[config.mk]
export PLATFORM = sky130hd
export DESIGN_NAME = multicycle_control_unit_flat
export DESIGN_NICKNAME = d
export VERILOG_FILES = /design/src/rtl/multicycle_control_unit_if.sv /design/src/rtl/multicycle_control_unit.sv /design/src/flat_wrapper.sv
export SDC_FILE = /design/constraint.sdc
export NUM_CORES = 1
export LEC_CHECK = 0
export ABC_CLOCK_PERIOD_IN_PS = 1800
export BUFFER_PORTS_ARGS = -buffer_cell sky130_fd_sc_hd__buf_2
export CELL_PAD_IN_SITES_DETAIL_PLACEMENT = 1
export CELL_PAD_IN_SITES_GLOBAL_PLACEMENT = 2
export CORE_MARGIN = 3
export CORE_UTILIZATION = 26
export DETAILED_ROUTE_END_ITERATION = 12
export GPL_TIMING_DRIVEN = 1
export MAX_ROUTING_LAYER = met4
export PLACE_DENSITY_LB_ADDON = 0.1
export SYNTH_ARGS = -nofsm -noshare
export SYNTH_HDL_FRONTEND = slang
export SYNTH_SLANG_ARGS = --single-unit
[constraint.sdc]
create_clock -name clock -period 1.8 [get_ports clock]
set_input_delay 0.18 -clock clock [delete_from_list [all_inputs] [get_ports clock]]
set_output_delay 0.18 -clock clock [all_outputs]
set_load 0.02 [all_outputs]
[src/rtl/multicycle_control_unit_if.sv]
// Bus between the J17 multi-cycle sequencer and its instruction memory, ALU, regfile, data RAM and PC.
// The master modport is the sequencer; the slave modport is its surroundings.
interface multicycle_control_unit_if #(
    parameter int IW  = 32,
    parameter int OPW = 6,
    parameter int RW  = 5
);
    localparam int OW = IW - OPW - 1 - RW;

    // Handshakes: an instruction transfers on a rising edge where fetch_req && instr_valid;
    // a data store is offered by ramenable and completes on the edge where mem_ready is sampled 1.
    logic [IW-1:0]  instruction;
    logic           instr_valid;
    logic           fetch_req;
    logic [1:0]     flags;
    logic           alu_done;
    logic           mem_ready;
    logic [OPW-1:0] alucode;
    logic [RW-1:0]  op1;
    logic [OW-1:0]  op2;
    logic           imControl;
    logic           regenable;
    logic           ramenable;
    logic [2:0]     pcControl;
    logic [1:0]     stackSelect;
    logic           halted;
    logic           illegal;

    modport master (
        input  instruction, instr_valid, flags, alu_done, mem_ready,
        output fetch_req, alucode, op1, op2, imControl, regenable, ramenable,
               pcControl, stackSelect, halted, illegal
    );

    modport slave (
        output instruction, instr_valid, flags, alu_done, mem_ready,
        input  fetch_req, alucode, op1, op2, imControl, regenable, ramenable,
               pcControl, stackSelect, halted, illegal
    );
endinterface

[src/rtl/multicycle_control_unit.sv]
// J17 multi-cycle sequencer: FETCH/DECODE/EXECUTE/MEMORY/WRITEBACK with HALT and illegal-opcode detection.
// Define J17_MULDIV_EN to make MUL/DIV/MULI/DIVI/MOD legal, waiting in EXECUTE for alu_done.
module multicycle_control_unit #(
    parameter int IW  = 32,
    parameter int OPW = 6,
    parameter int RW  = 5
) (
    input  logic                        clock,
    input  logic                        resetn,
    multicycle_control_unit_if.master   bus,
    output logic [2:0]                  o_dbg_state
);
    localparam int OW = IW - OPW - 1 - RW;

    localparam logic [OPW-1:0] OP_MUL  = OPW'(2);
    localparam logic [OPW-1:0] OP_DIV  = OPW'(3);
    localparam logic [OPW-1:0] OP_ADDI = OPW'(4);
    localparam logic [OPW-1:0] OP_MULI = OPW'(6);
    localparam logic [OPW-1:0] OP_DIVI = OPW'(7);
    localparam logic [OPW-1:0] OP_MOD  = OPW'(12);
    localparam logic [OPW-1:0] OP_SR   = OPW'(14);
    localparam logic [OPW-1:0] OP_JMP  = OPW'(15);
    localparam logic [OPW-1:0] OP_JE   = OPW'(16);
    localparam logic [OPW-1:0] OP_JB   = OPW'(17);
    localparam logic [OPW-1:0] OP_JA   = OPW'(18);
    localparam logic [OPW-1:0] OP_JNE  = OPW'(19);
    localparam logic [OPW-1:0] OP_JBE  = OPW'(20);
    localparam logic [OPW-1:0] OP_JAE  = OPW'(21);
    localparam logic [OPW-1:0] OP_JZ   = OPW'(22);
    localparam logic [OPW-1:0] OP_JNZ  = OPW'(23);
    localparam logic [OPW-1:0] OP_MOV  = OPW'(24);
    localparam logic [OPW-1:0] OP_HLT  = OPW'(26);

    typedef enum logic [2:0] {
        S_FETCH     = 3'd0,
        S_DECODE    = 3'd1,
        S_EXECUTE   = 3'd2,
        S_MEMORY    = 3'd3,
        S_WRITEBACK = 3'd4,
        S_HALT      = 3'd5
    } state_t;

    state_t         r_state;
    state_t         w_next_state;
    logic [IW-1:0]  r_ir;
    logic [OPW-1:0] r_alucode;
    logic           r_imctl;
    logic           r_illegal;
    logic           r_taken;
    logic           r_wb_reg;

    // Fields of the incoming word, used to register the ALU controls as the IR is loaded.
    logic [OPW-1:0] w_in_opcode;
    logic           w_in_immform;
    assign w_in_opcode  = bus.instruction[IW-1 -: OPW];
    assign w_in_immform = (w_in_opcode >= OP_ADDI) && (w_in_opcode <= OP_DIVI);

    logic [OPW-1:0] w_opcode;
    logic           w_imm;
    logic           w_carry;
    logic           w_zero;
    logic           w_is_alu;
    logic           w_is_jump;
    logic           w_is_mov;
    logic           w_is_hlt;
    logic           w_is_muldiv;
    logic           w_illegal_op;
    logic           w_cond;

    assign w_opcode    = r_ir[IW-1 -: OPW];
    assign w_imm       = r_ir[IW-OPW-1];
    assign w_carry     = bus.flags[1];
    assign w_zero      = bus.flags[0];
    assign w_is_alu    = (w_opcode <= OP_SR);
    assign w_is_jump   = (w_opcode >= OP_JMP) && (w_opcode <= OP_JNZ);
    assign w_is_mov    = (w_opcode == OP_MOV);
    assign w_is_hlt    = (w_opcode == OP_HLT);
    assign w_is_muldiv = (w_opcode == OP_MUL)  || (w_opcode == OP_DIV) ||
                         (w_opcode == OP_MULI) || (w_opcode == OP_DIVI) ||
                         (w_opcode == OP_MOD);

`ifdef J17_MULDIV_EN
    assign w_illegal_op = (w_opcode > OP_HLT);
`else
    assign w_illegal_op = (w_opcode > OP_HLT) || w_is_muldiv;
    logic w_unused_alu_done;
    assign w_unused_alu_done = bus.alu_done;
`endif

    always_comb begin
        w_cond = 1'b0;
        case (w_opcode)
            OP_JMP:        w_cond = 1'b1;
            OP_JE, OP_JZ:  w_cond = w_zero;
            OP_JNE, OP_JNZ: w_cond = !w_zero;
            OP_JB:         w_cond = w_carry;
            OP_JAE:        w_cond = !w_carry;
            OP_JA:         w_cond = !w_carry && !w_zero;
            OP_JBE:        w_cond = w_carry || w_zero;
            default:       w_cond = 1'b0;
        endcase
    end

    always_ff @(posedge clock) begin
        if (!resetn) begin
            r_state <= S_FETCH;
        end else begin
            r_state <= w_next_state;
        end
    end

    always_comb begin
        w_next_state = r_state;
        case (r_state)
            S_FETCH:     if (bus.instr_valid) w_next_state = S_DECODE;
            S_DECODE:    w_next_state = S_EXECUTE;
            S_EXECUTE: begin
                if (w_illegal_op)            w_next_state = S_WRITEBACK;
                else if (w_is_hlt)           w_next_state = S_HALT;
                else if (w_is_mov && w_imm)  w_next_state = S_MEMORY;
`ifdef J17_MULDIV_EN
                else if (w_is_muldiv && !bus.alu_done) w_next_state = S_EXECUTE;
`endif
                else                         w_next_state = S_WRITEBACK;
            end
            S_MEMORY:    if (bus.mem_ready) w_next_state = S_WRITEBACK;
            S_WRITEBACK: w_next_state = S_FETCH;
            S_HALT:      w_next_state = S_HALT;
            default:     w_next_state = S_FETCH;
        endcase
    end

    // Jump and writeback decisions are taken in EXECUTE, where the ALU flags are valid.
    always_ff @(posedge clock) begin
        if (!resetn) begin
            r_ir      <= '0;
            r_alucode <= '0;
            r_imctl   <= 1'b0;
            r_illegal <= 1'b0;
            r_taken   <= 1'b0;
            r_wb_reg  <= 1'b0;
        end else begin
            if (r_state == S_FETCH && bus.instr_valid) begin
                r_ir      <= bus.instruction;
                r_alucode <= w_in_immform ? (w_in_opcode - OP_ADDI) : w_in_opcode;
                r_imctl   <= w_in_immform || bus.instruction[IW-OPW-1];
            end
            if (r_state == S_DECODE && w_illegal_op) begin
                r_illegal <= 1'b1;
            end
            if (r_state == S_EXECUTE) begin
                r_taken  <= !w_illegal_op && w_is_jump && w_cond;
                r_wb_reg <= !w_illegal_op && (w_is_alu || (w_is_mov && !w_imm));
            end
        end
    end

    always_comb begin
        bus.fetch_req   = (r_state == S_FETCH);
        bus.regenable   = (r_state == S_WRITEBACK) && r_wb_reg;
        bus.ramenable   = (r_state == S_MEMORY);
        bus.halted      = (r_state == S_HALT);
        bus.pcControl   = 3'd2;
        if (r_state == S_WRITEBACK) begin
            bus.pcControl = r_taken ? 3'd1 : 3'd0;
        end
        bus.alucode     = r_alucode;
        bus.imControl   = r_imctl;
        bus.op1         = r_ir[IW-OPW-2 -: RW];
        bus.op2         = r_ir[OW-1:0];
        bus.stackSelect = 2'd0;
        bus.illegal     = r_illegal;
        o_dbg_state     = r_state;
    end
endmodule

[src/flat_wrapper.sv]
// flat-port wrapper written by rule: the top's interface ports become plain ports
module multicycle_control_unit_flat 
#(
    parameter int IW  = 32,
    parameter int OPW = 6,
    parameter int RW  = 5
)
  (clock, resetn, o_dbg_state, bus_instruction, bus_instr_valid, bus_flags, bus_alu_done, bus_mem_ready, bus_fetch_req, bus_alucode, bus_op1, bus_op2, bus_imControl, bus_regenable, bus_ramenable, bus_pcControl, bus_stackSelect, bus_halted, bus_illegal);
  multicycle_control_unit_if #(.IW(IW), .OPW(OPW), .RW(RW)) bus_i ();
  input  logic clock;
  input  logic resetn;
  output logic [2:0] o_dbg_state;
  input wire logic [$bits(bus_i.instruction)-1:0] bus_instruction;
  input wire logic [$bits(bus_i.instr_valid)-1:0] bus_instr_valid;
  input wire logic [$bits(bus_i.flags)-1:0] bus_flags;
  input wire logic [$bits(bus_i.alu_done)-1:0] bus_alu_done;
  input wire logic [$bits(bus_i.mem_ready)-1:0] bus_mem_ready;
  output wire logic [$bits(bus_i.fetch_req)-1:0] bus_fetch_req;
  output wire logic [$bits(bus_i.alucode)-1:0] bus_alucode;
  output wire logic [$bits(bus_i.op1)-1:0] bus_op1;
  output wire logic [$bits(bus_i.op2)-1:0] bus_op2;
  output wire logic [$bits(bus_i.imControl)-1:0] bus_imControl;
  output wire logic [$bits(bus_i.regenable)-1:0] bus_regenable;
  output wire logic [$bits(bus_i.ramenable)-1:0] bus_ramenable;
  output wire logic [$bits(bus_i.pcControl)-1:0] bus_pcControl;
  output wire logic [$bits(bus_i.stackSelect)-1:0] bus_stackSelect;
  output wire logic [$bits(bus_i.halted)-1:0] bus_halted;
  output wire logic [$bits(bus_i.illegal)-1:0] bus_illegal;
  assign bus_i.instruction = bus_instruction;
  assign bus_i.instr_valid = bus_instr_valid;
  assign bus_i.flags = bus_flags;
  assign bus_i.alu_done = bus_alu_done;
  assign bus_i.mem_ready = bus_mem_ready;
  assign bus_fetch_req = bus_i.fetch_req;
  assign bus_alucode = bus_i.alucode;
  assign bus_op1 = bus_i.op1;
  assign bus_op2 = bus_i.op2;
  assign bus_imControl = bus_i.imControl;
  assign bus_regenable = bus_i.regenable;
  assign bus_ramenable = bus_i.ramenable;
  assign bus_pcControl = bus_i.pcControl;
  assign bus_stackSelect = bus_i.stackSelect;
  assign bus_halted = bus_i.halted;
  assign bus_illegal = bus_i.illegal;
  multicycle_control_unit #(.IW(IW), .OPW(OPW), .RW(RW)) u_core (.clock(clock), .resetn(resetn), .bus(bus_i), .o_dbg_state(o_dbg_state));
endmodule
==> flow_summary.rst <==
.. list-table::
   :header-rows: 1

   * - Metric
     - Value
   * - Outcome
     - finished, final reports clean
   * - Hold bufs inserted after CTS
     - 0
   * - Ys Warns
     - 0
   * - Initial core utilization
     - 0.2690
   * - Data arrival, critical path
     - about 1.4 ns
   * - Largest net degree at the start of global routing
     - 42
   * - PwrDens
     - between 800 and 900 mW/mm^2
   * - Number of fillers in the final layout
     - about 1000
   * - Number of global-route vias before repair
     - ~1900
   * - Initial antenna violation count
     - 0
   * - Count of standard-cell rows
     - 32
   * - Area Overhead vs Synth
     - 21.08%
   * - Final min period
     - 1.578 ns
   * - Post-synthesis sequential area ratio
     - 0.4120
   * - Total non-filler cell area in the finished layout
     - 0.002530 sq mm
   * - Final period utilization
     - 0.8765
   * - Clock Pin Slew Worst Setup and Hold Paths
     - 0.09 ns
   * - Clock buffer count from CTS
     - 5
   * - Combined area of the multi-input logic cells
     - 910.9 sq um
   * - Dominant cell type by count on the critical path
     - buf_4
   * - Placeable core region
     - 0.007767 sq mm
   * - Kind of cell with the highest combined delay on the critical path
     - buffers and inverters
   * - Die Area
     - 0.009148 sq mm
   * - Top library cells by usage in the layout, fill and taps aside
     - 79 x buf_2, 72 x nand2_1, 43 x dfxtp_1, 42 x a21oi_1, 11 x nor2_1
   * - Most common flop cell mapped by yosys
     - dfxtp_1
   * - Post-detailed-placement half-perimeter wirelength
     - 4104 um
   * - Sequential power share
     - 0.464
   * - Buffers plus inverters on the worst setup path
     - 4
   * - Fin worst setup slack
     - ~0.22 ns
   * - Avg WL per Cell
     - 13.22 um
   * - Internal power of the cells
     - 1.622 mW
   * - Setup repair after global routing missed its margin
     - no
   * - Cell area after synthesis
     - between 0.002 and 0.0025 sq mm
   * - H-tree depth
     - 2
   * - Count of flip-flops with a built-in enable after synthesis
     - 0
   * - Synthesized area per cell
     - 7.626 sq um
   * - Min-delay worst type
     - input port to flop
   * - Proportion of power drawn by the clock network
     - 0.346
   * - Height of the chip
     - 95.65 um
   * - Die extent in x
     - about 96 um
   * - DRC marker count from the first detailed-route iteration
     - 54
   * - Highest ir drop seen on vdd
     - around 290 uV
   * - Antenna Nets Post-Route
     - 0
   * - Number of flip-flops and latches in the synthesized netlist
     - 43
   * - Combined global-route utilization of all metal layers
     - 0.1311
   * - Launch point of the critical path
     - u_core.o_dbg_state[0]
   * - Launch point of the worst hold path
     - bus_instruction[17]
   * - Crit-path cells
     - buf_4 -> inv_1 -> nor3b_1 -> buf_4 -> buf_2
   * - Length of the first detailed-routing pass in iterations
     - 4
   * - Fraction of layout instances using a drive strength above 1
     - 0.3119
   * - Achievable Freq
     - 633.8 MHz
   * - Most common library cell in the layout ignoring fill and taps
     - buf_2
   * - Number of maximum-capacitance constraint violations
     - 0
   * - Final hold viol count
     - 0
   * - Number of flip-flops under the largest register name
     - 30
   * - Reg area
     - 860.8 sq um
   * - Maximum cell stage delay along the critical path
     - around 0.36 ns
   * - CP max-delay cell
     - dfxtp_1
   * - Leakage power total
     - 1.135 nW
   * - Placed inst area
     - 0.002412 sq mm
   * - Placer's final routability congestion estimate
     - 0.7541
   * - Maximum buffer depth of the clock tree
     - 2
   * - Final wirelength
     - 5670 um
   * - Post-CTS resize count
     - 0
   * - RR Startpoint
     - u_core.r_ir[29]
   * - First-pass GRT wire length
     - 9149 um
   * - Endpoint required time on the critical path
     - 1.62 ns
   * - Crit Path Category
     - flop to output pin
   * - Sinks on Clock Net
     - between 40 and 50
   * - Gate power share
     - 0.190
   * - Crit path max fanout
     - 8
   * - Accumulated negative setup slack
     - 0 ns
   * - Proportion of synthesized flip-flops having asynchronous set or reset
     - 0
   * - Worst hold margin
     - 0.1134 ns
   * - Setup slack after placement
     - ~0.067 ns
   * - Clock Skew
     - about 0.0053 ns
   * - Number of top-level pins
     - 84
   * - Remaining global-route overflow
     - 0
   * - Post-detailed-route via-to-cell ratio
     - 4.494
   * - CTS tree
     - yes
   * - Crit. End Element
     - output pin
   * - Final core occ
     - 0.3257
   * - Worst-skew pair later-pin latency
     - 0.29 ns
   * - Post-synthesis instance total
     - 274
   * - Final Max Slew Viols
     - 0
   * - Number of buffers added on ports
     - 79
   * - DRC errors left
     - 0
   * - Distinct cell type count of the synthesized netlist
     - 37
   * - Ant. Diodes
     - 0
   * - Kind of start point of the critical path
     - flop
   * - Switching power total
     - ~0.65 mW
   * - Register with the most flip-flops
     - u_core.r_ir
   * - Root buf cell
     - clkbuf_8
   * - Total Nets Final
     - 367
   * - Detailed-route via count
     - 1928
   * - Final setup viols
     - 0
   * - Number of setup buffers added after CTS
     - 0
   * - Switching Fraction
     - 0.2859
-- worst min-delay path, cell delays in order --
cell     delay [ns]
buf_2          0.09
nand2_1        0.04
a21oi_1        0.05
-- routing by layer --
layer,track usage,part of all wire,vias up
li1,-,-,981
met1,0.1763,0.48,890
met2,0.1951,0.45,52
met3,0.03078,0.061,5
met4,0.03910,0.0037,0
met5,-,0,-
-- power groups by stage --
stage	clock, mW	combinational (mW)	sequential (mW)
after floorplan	0	0.312	1.08
after global placement	0	0.439	1.08
after detailed placement	0	0.442	1.08
after CTS	0.825	0.443	1.06
after global routing	0.857	0.490	1.06
final	0.786	0.432	1.05
-- kinds of logic (layout without fill, tap and decap cells) --
family,count (synthesis),count (layout),share of synthesized area
xor+xnor,1,1,0.004192
fa+ha+maj,2,2,0.01197
flops,43,43,0.4120
simple gates,107,107,0.2311
other cells,1,3,0.001795
compound gates,67,67,0.1832
buf+inv,53,104,0.1557
-- metrics by stage --
step	instances	power, mW
detailed placement	421	1.519
CTS	429	2.323
global placement	421	1.515
global route	429	2.411
finish	429	2.272
floorplan	276	1.396
-- cell usage after synthesis (all sizes together), types with 2 or more instances --
master | count | area (sq um)
o21ai | 10 | 50.05
nor2 | 11 | 41.29
nand2 | 72 | 270.3
and3 | 2 | 12.51
o32ai | 2 | 17.52
nor3b | 2 | 15.01
o21a | 3 | 22.52
buf | 37 | 262.8
nor3 | 8 | 45.04
clkbuf | 10 | 40.04
inv | 6 | 22.52
a21oi | 42 | 210.2
ha | 2 | 25.02
a211oi | 2 | 20.02
nand3 | 3 | 15.01
o41ai | 2 | 17.52
dfxtp | 43 | 860.8
a31oi | 2 | 12.51
-- area by class of cell --
type,instances,share of cell area
clock buffer,6,0.03264
timing repair buffer,90,0.1939
tap,102,0.05044
sequential,43,0.3403
multi-input combinational,180,0.3600
inverter,6,0.008902
clock inverter,2,0.01385
-- worst paths after layout --
check,to,slack (ns),depth (start not counted)
max,bus_halted,0.22,5
min,u_core.r_ir[17],0.11,3
max reg2reg,u_core.o_dbg_state[2],0.23,5
min reg2reg,u_core.r_ir[0],0.45,2
No activity file was read; power rests on OpenSTA's default activity.
